--- src/rtl/conv_job_sequencer.sv ---
// conv_job_sequencer: runs one conv job end to end (src -> conv input, start, wait, conv result -> dst).
// Optional WAIT-state timeout is compiled in when CONV_SEQ_TIMEOUT_EN is defined.
module conv_job_sequencer #(
  parameter int DSIZE = 1024,
`ifdef CONV_SEQ_TIMEOUT_EN
  parameter int DONE_TIMEOUT = 65535,
`endif
  localparam int ADDR_W = $clog2(DSIZE) + 1
) (
  input  logic              clk,
  input  logic              rst_n,
  input  logic              job_valid,
  output logic              job_ready,
  input  logic [ADDR_W-1:0] job_in_words,
  input  logic [ADDR_W-1:0] job_out_count,
  output logic              src_rd,
  output logic [ADDR_W-1:0] src_addr,
  input  logic [31:0]       src_data,
  output logic              mi_wr,
  output logic [ADDR_W-1:0] mi_addr,
  output logic [31:0]       mi_data,
  output logic              conv_start,
  input  logic              conv_done,
  output logic [ADDR_W-1:0] mo_addr,
  input  logic [31:0]       mo_data,
  output logic              dst_wr,
  output logic [ADDR_W-1:0] dst_addr,
  output logic [31:0]       dst_data,
  output logic              busy,
  output logic              job_done,
  output logic              err_timeout
);

  localparam logic [ADDR_W-1:0] MAX_WORDS = ADDR_W'(DSIZE / 4);
  localparam logic [ADDR_W-1:0] ONE       = ADDR_W'(1);

  typedef enum logic [2:0] {
    S_IDLE, S_LOAD, S_START, S_WAIT, S_DRAIN, S_FIN
  } state_t;

  state_t            state, state_next;
  logic [ADDR_W-1:0] cnt, cnt_next;
  logic [ADDR_W-1:0] n_words, m_words;
  logic [ADDR_W-1:0] in_clamped;
  logic [ADDR_W-1:0] wr_idx;
  logic              accept;
  logic              timeout_hit;

  assign accept     = (state == S_IDLE) && job_valid;
  assign in_clamped = (job_in_words > MAX_WORDS) ? MAX_WORDS : job_in_words;
  // The write in LOAD always trails the read issued one cycle earlier.
  assign wr_idx     = cnt - ONE;

  assign job_ready  = (state == S_IDLE);
  assign busy       = (state != S_IDLE);
  assign conv_start = (state == S_START);
  assign job_done   = (state == S_FIN);

`ifdef CONV_SEQ_TIMEOUT_EN
  localparam int TO_W = $clog2(DONE_TIMEOUT + 1);

  logic [TO_W-1:0] wait_cnt;
  logic            err_flag;

  assign timeout_hit = (state == S_WAIT) && !conv_done &&
                       (wait_cnt == TO_W'(DONE_TIMEOUT - 1));
  assign err_timeout = err_flag;

  always_ff @(posedge clk or negedge rst_n) begin
    if (!rst_n) begin
      wait_cnt <= '0;
      err_flag <= 1'b0;
    end else begin
      if (state != S_WAIT) wait_cnt <= '0;
      else                 wait_cnt <= wait_cnt + TO_W'(1);
      if (accept)           err_flag <= 1'b0;
      else if (timeout_hit) err_flag <= 1'b1;
    end
  end
`else
  assign timeout_hit = 1'b0;
  assign err_timeout = 1'b0;
`endif

  always_ff @(posedge clk or negedge rst_n) begin
    if (!rst_n) begin
      state   <= S_IDLE;
      cnt     <= '0;
      n_words <= '0;
      m_words <= '0;
    end else begin
      state <= state_next;
      cnt   <= cnt_next;
      if (accept) begin
        n_words <= in_clamped;
        m_words <= job_out_count;
      end
    end
  end

  always_comb begin
    state_next = state;
    cnt_next   = cnt;
    src_rd     = 1'b0;
    src_addr   = '0;
    mi_wr      = 1'b0;
    mi_addr    = '0;
    mi_data    = '0;
    mo_addr    = '0;
    dst_wr     = 1'b0;
    dst_addr   = '0;
    dst_data   = '0;
    case (state)
      S_IDLE: begin
        if (job_valid) begin
          cnt_next   = '0;
          state_next = (in_clamped == '0) ? S_START : S_LOAD;
        end
      end
      S_LOAD: begin
        if (cnt < n_words) begin
          src_rd   = 1'b1;
          src_addr = cnt;
        end
        if (cnt != '0) begin
          mi_wr   = 1'b1;
          mi_addr = wr_idx << 2;
          mi_data = src_data;
        end
        if (cnt == n_words) begin
          cnt_next   = '0;
          state_next = S_START;
        end else begin
          cnt_next = cnt + ONE;
        end
      end
      S_START: state_next = S_WAIT;
      S_WAIT: begin
        if (conv_done) begin
          cnt_next   = '0;
          state_next = (m_words == '0) ? S_FIN : S_DRAIN;
        end else if (timeout_hit) begin
          state_next = S_FIN;
        end
      end
      S_DRAIN: begin
        mo_addr  = cnt;
        dst_wr   = 1'b1;
        dst_addr = cnt;
        dst_data = mo_data;
        if (cnt == m_words - ONE) begin
          cnt_next   = '0;
          state_next = S_FIN;
        end else begin
          cnt_next = cnt + ONE;
        end
      end
      S_FIN:   state_next = S_IDLE;
      default: state_next = S_IDLE;
    endcase
  end

endmodule

--- config.mk ---
export PLATFORM = sky130hd
export DESIGN_NAME = conv_job_sequencer
export DESIGN_NICKNAME = d
export VERILOG_FILES = /design/src/rtl/conv_job_sequencer.sv
export SDC_FILE = /design/constraint.sdc
export NUM_CORES = 1
export LEC_CHECK = 0
export BUFFER_PORTS_ARGS = -buffer_cell sky130_fd_sc_hd__buf_2
export CAP_MARGIN = 20
export CORE_UTILIZATION = 44
export DETAILED_ROUTE_END_ITERATION = 8
export PLACE_DENSITY = 0.82
export SYNTH_ARGS = -nofsm -noshare
export SYNTH_HDL_FRONTEND = slang
export SYNTH_SLANG_ARGS = --single-unit
export TNS_END_PERCENT = 5
--- constraint.sdc ---
create_clock -name clk -period 3.38 [get_ports clk]
set_clock_uncertainty 0.15 [all_clocks]
set_input_delay 0.338 -clock clk [delete_from_list [all_inputs] [get_ports clk]]
set_output_delay 0.338 -clock clk [all_outputs]
set_load 0.01 [all_outputs]
Word-level counts from Yosys, hierarchy flattened
Index checks and enable logic that the tools add are counted.
W data, S select, Z words.
{ "totals": {"regBits": 36, "in_bits": 90, "output_inout_bits": 116, "wordCells": 55} }
{ "classes": {"n_addsub": 3, "order_cmp": 2, "eq_ne": 11, "mux": 26, "reduce_logical": 9} }
{ "op_table": {"columns": ["op", "count"], "rows": [
  ["$mux W11", 10],
  ["$mux W32", 3],
  ["$pmux W11 S4", 1],
  ["$eq A11 B11 Y1", 2],
  ["$logic_not A11 Y1", 2],
  ["$pmux W3 S5", 1],
  ["$mux W3", 4],
  ["$add A11 B1 Y11 const B", 1],
  ["$gt A11 B9 Y1 const B", 1],
  ["$lt A11 B11 Y1", 1],
  ["$reduce_bool A11 Y1", 1],
  ["$sub A11 B1 Y11 const B", 1],
  ["$sub A9 B1 Y9 const B", 1],
  ["$ne A2 B2 Y1 const B", 4],
  ["$eq A3 B2 Y1 const B", 2],
  ["$eq A3 B3 Y1 const B", 2],
  ["$mux W1", 6],
  ["$reduce_and A4 Y1", 1],
  ["$reduce_bool A4 Y1", 1],
  ["$eq A3 B1 Y1 const B", 1],
  ["$logic_not A3 Y1", 1],
  ["$reduce_and A3 Y1", 1],
  ["$reduce_bool A3 Y1", 1],
  ["$mux W2", 1],
  ["$logic_and A1 B1 Y1", 1]
]} }

Longest topological paths before layout
Gate-level depths: netlist of the first run.
{ "logic_depth": {"ltp_word": 6, "depth_mapped": 11, "depth_no_buf": 9} }

Worst setup path after synthesis of the first run
OpenSTA, ideal clock, no wires.
{ "synth_path": {"path_kind": "reg-to-output", "startpoint": "register cnt[0]", "endpoint": "output port mi_data[22]", "arrival_ps": 2198, "required_time_ps": 2892, "setup_slack_ps": 694, "path_stages_with_launch": 10, "path_buffers": 2, "path_cell_list": "dfrtp_1 -> clkbuf_1 -> inv_1 -> ha_1 -> nand3b_1 -> or3_1 -> o41ai_4 -> inv_2 -> buf_2 -> and2_1"} }
{ "synth_between": {"elab_chain_len": 3} }
{ "synth_rtl": {"columns": ["item", "line_no", "source"], "rows": [
  ["start, declared", "42", "logic [ADDR_W-1:0] cnt, cnt_next;"],
  ["start signal, assigned", "93", "cnt <= cnt_next;"],
  ["$reduce_bool A11 Y1", "125", "if (cnt != '0) begin"],
  ["$mux W32", "125", null],
  ["$mux W32", "113", "case (state)"],
  ["end, declared", "21", "output logic [31:0] mi_data,"]
]} }
Every way passes these cells.

Worst setup path in the final report of the first run
{ "layout_path": {"startpoint": "register cnt[0]", "endpoint": "output port mi_data[5]"} }
Same word-level chain as after synthesis.

==> impl_metrics.tcl, run 1 <==
set metrics [dict create \
    yosys_warnings 0 \
    path_clk_slew_ns 0.08 \
    p_leak_uw 0.00249 \
    path_delay_family "simple AND/OR/NAND/NOR gates" \
    slew_violations 0 \
    worst_hold_slack_ns -0.00130 \
    area_growth_pct 33.5 \
    vias_per_cell 5.17 \
    worst_slew_pin_slew_ns 1.02 \
    startpoint_type "flip-flop" \
    drcViolationCount 0 \
    wirelength_mm 10.5 \
    fillers 679 \
    synth_seq_area_share_pct 27.5 \
    drive_above_1_share_pct 42.3 \
    synth_ff_type "dfrtp_1" \
    setup_viol 0 \
    post-route-min-period_ns 3.21 \
    grt_pass1_wl_mm 15.6 \
    ys_async_sr_fraction_pct 100 \
    syn_inst 401 \
    yosysTopAreaCell "dfrtp_1" \
    htreeDepth 2 \
    synth_xor_area_share_pct 6.41 \
    cp_data_required_time_ns 2.89 \
    die_h_um 88.4 \
    cpPeakStageDelay_ns 0.52 \
    cts_buffers 5 \
    fin_crit_sh_pct 94.9 \
    dp_cells 675 \
    syn_avg_cell_area_um2 8.18 \
    seq_area_um2 901 \
    powerDensity_mw_per_mm2 654 \
    max_cap_violations 0 \
    root_buffer "clkbuf_8" \
    worstPathArrival_ns 2.72 \
    worstSetupEndpointType "output port" \
    synth_edf_count 0 \
    fin_util_pct 60.7 \
    peakVddDrop_mv 0.523 \
    dp_hpwl_mm 8.68 \
    core_area_mm2 0.00721 \
    yosys.area_share.simple_pct 34.4 \
    start_util_pct 45.5 \
    worst-path-buf-inv 4 \
    critPathMaxFanout 33 \
    ios 206 \
    ant_nets 0 \
    wl_per_cell_um 15.4 \
    antenna_found_initial 0 \
    hold_violations 6 \
    gp_congestion 0.838 \
    io_buffers 202 \
    grt_start_max_net_pins 46 \
    nNetsFinal 688 \
    relSlewSlack_pct 31.9 \
    stdcell_count 683 \
    synth_top_area_share_pct 27.5 \
    path_cells "inv_1, ha_1, nand3b_1, or3_1, o41ai_4, buf_4, inv_2, and2_1, buf_2" \
    first_pass_iters 5 \
    synth_mux_area_share_pct 3.78 \
    criticalPathCategory "reg2out" \
    fmax_mhz 312 \
    ys_types 58 \
    chipWidth_um 88.4 \
    clk_latency_ns 0.28 \
    vias 3534 \
    row_count 31 \
    worst_path_max_delay_cell "dfrtp_1" \
    yosys.area_share.adder_pct 5.72 \
    fin_tns_setup_ns 0 \
    violations "hold timing" \
    hold_path_class "in2async" \
    synth_top_family_by_area "simple AND/OR/NAND/NOR gates" \
    rsz0062_at_grt "no" \
    multi_input_area_mm2 0.00209 \
    status "complete, but fails checks" \
    cts.sinks 36 \
    cts_buffer_depth 2 \
    postCtsSetupBuffers 0 \
    synth_seq_cells 36 \
    gr-total-overflow 0 \
    cts_tree "done" \
    first_global_vias 3143 \
    die_area_mm2 0.00781 \
    antenna_cells 0 \
    synth_compound_area_share_pct 12.8 \
    synth_area_mm2 0.00328 \
    ys_top_cells_by_area "dfrtp_1 27%, and2_1 15%, ha_1 5.7%" \
    rrSetupSlack_ns 0.54 \
    grt_usage_pct 26.1 \
    drtIter0Drc 201 \
]
layer usage:
layer  track usage, %  share of wire [%]  up-vias
li1                 -                  -     1681
met1             33.9                 43     1650
met2             43.1                 47      180
met3             4.66                7.1       23
met4             10.1                2.9        0
met5                0                  0        -
report_power, final:
part           total [µW]  switching (µW)  internal, µW
Combinational        1780            1000           774
Sequential            772             213           559
Clock                 317             151           166
Total                2870            1370          1500
final timing paths:
check	startpoint	depth (start not counted)	end
max	cnt[0]	9	mi_data[5]
min	rst_n	1	m_words[7]
max reg2reg	cnt[0]	9	cnt[5]
min reg2reg	n_words[8]	2	n_words[8]
max in group asynchronous	rst_n	1	n_words[9]
min in group clk	job_out_count[2]	2	m_words[2]
cell usage after synthesis (2+ instances only):
master / instances
dfrtp_1: 36
nor3_1: 12
ha_1: 15
o21ai_0: 5
a21oi_1: 11
nand3_1: 8
xor2_1: 9
o21bai_1: 3
mux2_2: 11
nor2_1: 36
nand4_1: 2
o31ai_1: 3
nor3b_1: 3
a211o_1: 4
or3_1: 4
nand4b_1: 2
a31oi_1: 2
a22o_1: 8
buf_4: 15
buf_1: 3
o2bb2ai_1: 2
clkbuf_1: 14
and2_1: 77
nor3b_2: 2
nor4_1: 2
nor2b_1: 4
and3_1: 3
buf_2: 7
xnor2_1: 15
inv_1: 19
a21o_1: 3
nand3b_1: 2
nand2_1: 33
o211ai_1: 2
timing repair:
item,in CTS,in global routing
gates resized for setup,1,0
hold buffers,0,0
setup endpoints to repair,12,0
logic make-up after synthesis:
group / Yosys count
xor gates and xnor gates: 24
buffers and inverters: 61
other: 1
and+or+nand+nor: 201
adders and majority gates: 15
muxes: 11
AOI/OAI and AO/OA: 52
DFF: 36
layout by cell type (no fill, tap or decap), types with 3 or more instances in the layout:
cell type	n
inv_1	19
mux2_2	11
and2_1	77
nor3_1	12
ha_1	15
and3_1	3
nand3_1	8
buf_4	12
nor3b_2	3
a21o_1	3
o31ai_1	3
nor2b_1	4
xor2_1	9
conb_1	3
a22o_1	8
a21oi_1	10
clkbuf_8	6
o21ai_0	5
or3_1	4
o21bai_1	3
buf_2	202
dfrtp_1	36
a211o_1	4
nor2_1	36
nand2_1	33
xnor2_1	15
metrics by stage:
stage          setup WS (ns)  instance area (µm²)  hold WS, ns  total power (µW)
6_report               0.172                 4380     -0.00130              2870
5_1_grt               0.0287                 4380       0.0388              3090
3_5_place_dp           0.278                 4290        0.321              2540
2_1_floorplan          0.694                 3290       -0.108              2000
4_1_cts                0.181                 4380       0.0150              2870
3_3_place_gp           0.473                 4290        0.315              2480
registers in the layout, indices dropped and copies added, names as in the netlist:
signal / flops
cnt: 11
m_words: 11
n_words: 11
state: 3
worst register-to-register path: stages, from the launching register on:
cell       delay, ns
dfrtp_1         0.56
inv_1           0.14
ha_1            0.31
nand3_1         0.10
o31ai_1         0.30
inv_1           0.09
nand4bb_1       0.23
o21ai_4         0.45
nor3_1          0.11
a211o_1         0.29
cell type report:
class	instances	share of cell area, %
tap	99	2.83
clock buffer	8	2.06
multi-input combinational	306	47.7
timing repair buffer	214	25.1
inverter	20	1.71
sequential	36	20.6
No activity file was read; power rests on OpenSTA's default activity.
==> run 2: changes to the inputs <==
--- a/config.mk
+++ b/config.mk
@@ -7,9 +7,11 @@
 export LEC_CHECK = 0
 export BUFFER_PORTS_ARGS = -buffer_cell sky130_fd_sc_hd__buf_2
 export CAP_MARGIN = 20
-export CORE_UTILIZATION = 44
+export CELL_PAD_IN_SITES_DETAIL_PLACEMENT = 0
+export CELL_PAD_IN_SITES_GLOBAL_PLACEMENT = 1
+export CORE_UTILIZATION = 30
 export DETAILED_ROUTE_END_ITERATION = 8
-export PLACE_DENSITY = 0.82
+export PLACE_DENSITY_LB_ADDON = 0.1
 export SYNTH_ARGS = -nofsm -noshare
 export SYNTH_HDL_FRONTEND = slang
 export SYNTH_SLANG_ARGS = --single-unit
==> impl_metrics.tcl, run 2 (synthesis results as in run 1) <==
set metrics [dict create \
    status "complete, but fails checks" \
    violations "hold timing" \
    cts_resized 0 \
    cts_buffers 5 \
    grt_usage_pct 18.4 \
    drive_above_1_share_pct 42.7 \
    path_clk_slew_ns 0.08 \
    worstPathArrival_ns 2.65 \
    relSlewSlack_pct 27.4 \
    wirelength_mm 10.6 \
    path_cells "buf_4, nor3_2, nand3b_1, or3_1, o41ai_4, buf_4, inv_2, and2_1, buf_2" \
    crit_top_cell "buf_4" \
    drtIter0Drc 118 \
    dp_cells 716 \
    max_cap_violations 0 \
    stdcell_count 724 \
    post-route-min-period_ns 3.14 \
    p_leak_uw 0.00252 \
    antenna_cells 0 \
    start_util_pct 31.4 \
    fin_util_pct 42.6 \
    first_pass_iters 4 \
    criticalPathCategory "reg2out" \
    worst_slew_pin_slew_ns 1.09 \
    fin_ws_ns 0.243 \
    htreeDepth 2 \
    die_area_mm2 0.0114 \
    setup_viol 0 \
    area_growth_pct 36.0 \
    multi_input_area_mm2 0.00209 \
    gr-total-overflow 0 \
    mostFrequentLayoutCell "buf_2" \
    vias 3339 \
    worst_path_max_delay_cell "dfrtp_1" \
    slew_violations 0 \
    wl_per_cell_um 14.7 \
    core_area_mm2 0.0105 \
    row_count 37 \
    worst_hold_slack_ns -0.00692 \
    cts_buffer_depth 2 \
    fin_crit_sh_pct 92.8 \
    place_ws_ns 0.528 \
    seq_area_um2 901 \
    fin_tns_setup_ns 0 \
    peakVddDrop_mv 0.318 \
    die_h_um 107 \
    fillers 1092 \
    ant_nets 0 \
    first_global_vias 3015 \
    ctsHoldBuffers 0 \
    root_buffer "clkbuf_8" \
    gp_congestion 0.803 \
    switching_power_uw 1370 \
    powerDensity_mw_per_mm2 650 \
    cpPeakStageDelay_ns 0.48 \
    ios 206 \
    grt_pass1_wl_mm 16.3 \
    nNetsFinal 692 \
    layout_common_cells "202 x buf_2, 77 x and2_1, 36 x nor2_1, 36 x dfrtp_1, 33 x nand2_1" \
    vias_per_cell 4.61 \
    power_frac_comb_pct 62.2 \
    io_buffers 202 \
    cp_data_required_time_ns 2.89 \
    dp_hpwl_mm 8.69 \
    drcViolationCount 0 \
    pwr-share-seq_pct 26.3 \
    rsz0062_at_grt "no" \
    clk_latency_ns 0.29 \
    clkPwrFrac_pct 11.5 \
    hold_violations 32 \
    antenna_found_initial 0 \
    postCtsSetupBuffers 0 \
    cts.sinks 36 \
    chipWidth_um 107 \
    grt_start_max_net_pins 37 \
    worstSetupEndpointType "output port" \
    top_regs "cnt: 11 flops, m_words: 11 flops, n_words: 11 flops" \
    swShare_pct 47.2 \
    hold_path_class "in2async" \
    fmax_mhz 319 \
    critPathMaxFanout 33 \
    p_int_uw 1530 \
    startpoint_type "flip-flop" \
    cts_tree "done" \
]
## run 2: changes by cell type in the layout (fill, tap and decap cells not counted)
cell | before | now
buf_6 | 0 | 1
clkinvlp_4 | 0 | 1
a21oi_1 | 10 | 11
buf_4 | 12 | 15
a21oi_2 | 1 | 0
clkbuf_1 | 2 | 1
## run 2: worst paths after layout
kind | from | endpoint | slack, ns | depth (start not counted)
setup / recovery | cnt[2] | mi_data[13] | 0.24 | 9
hold reg to reg | n_words[8] | n_words[8] | 0.35 | 2
max in group asynchronous | rst_n | cnt[3] | 2.57 | 1
min in group clk | job_in_words[5] | n_words[5] | 0.12 | 2
setup reg to reg | m_words[0] | cnt[10] | 0.63 | 9
hold / removal | rst_n | state[1] | -0.007 | 1
## run 2: area by class of cell
| class | instances | share of cell area [%] |
|---|---|---|
| clock buffers | 7 | 1.94 |
| flip-flops and latches | 36 | 20.2 |
| repair buffers | 218 | 25.4 |
| inverters | 20 | 1.68 |
| clock inverters | 1 | 0.168 |
| multi-input cells | 306 | 46.8 |
| well taps | 136 | 3.81 |
## run 2: metrics by stage
step	cell area, µm²	hold slack, ns	power, µW
final	4460	-0.00692	2900
after global routing	4460	0.0577	3170
after CTS	4460	0.0236	2940
after detailed placement	4370	0.328	2600
after global placement	4360	0.321	2570
after floorplan	3290	-0.108	2000
## run 2: critical path, delay by kind of cell (launching register included)
family | cells | cell delay [ns]
buffers and inverters | 4 | 0.74
AO/OA/AOI/OAI | 1 | 0.21
flip-flops | 1 | 0.48
AND/OR/NAND/NOR | 4 | 0.92
## run 2: power groups by stage
stage | clock [µW] | sequential, µW | combinational, µW
6_report | 333 | 764 | 1800
2_1_floorplan | 0 | 685 | 1320
3_3_place_gp | 0 | 763 | 1800
3_5_place_dp | 0 | 773 | 1830
4_1_cts | 340 | 764 | 1840
5_1_grt | 357 | 792 | 2020
## run 2: per-layer routing
| layer | vias up | routed length (µm) | track usage (%) |
|---|---|---|---|
| met5 | - | 0 | 0 |
| met1 | 1523 | 4920 | 24.5 |
| li1 | 1694 | - | - |
| met2 | 114 | 5050 | 31.5 |
| met4 | 0 | 78 | 3.82 |
| met3 | 8 | 568 | 2.55 |
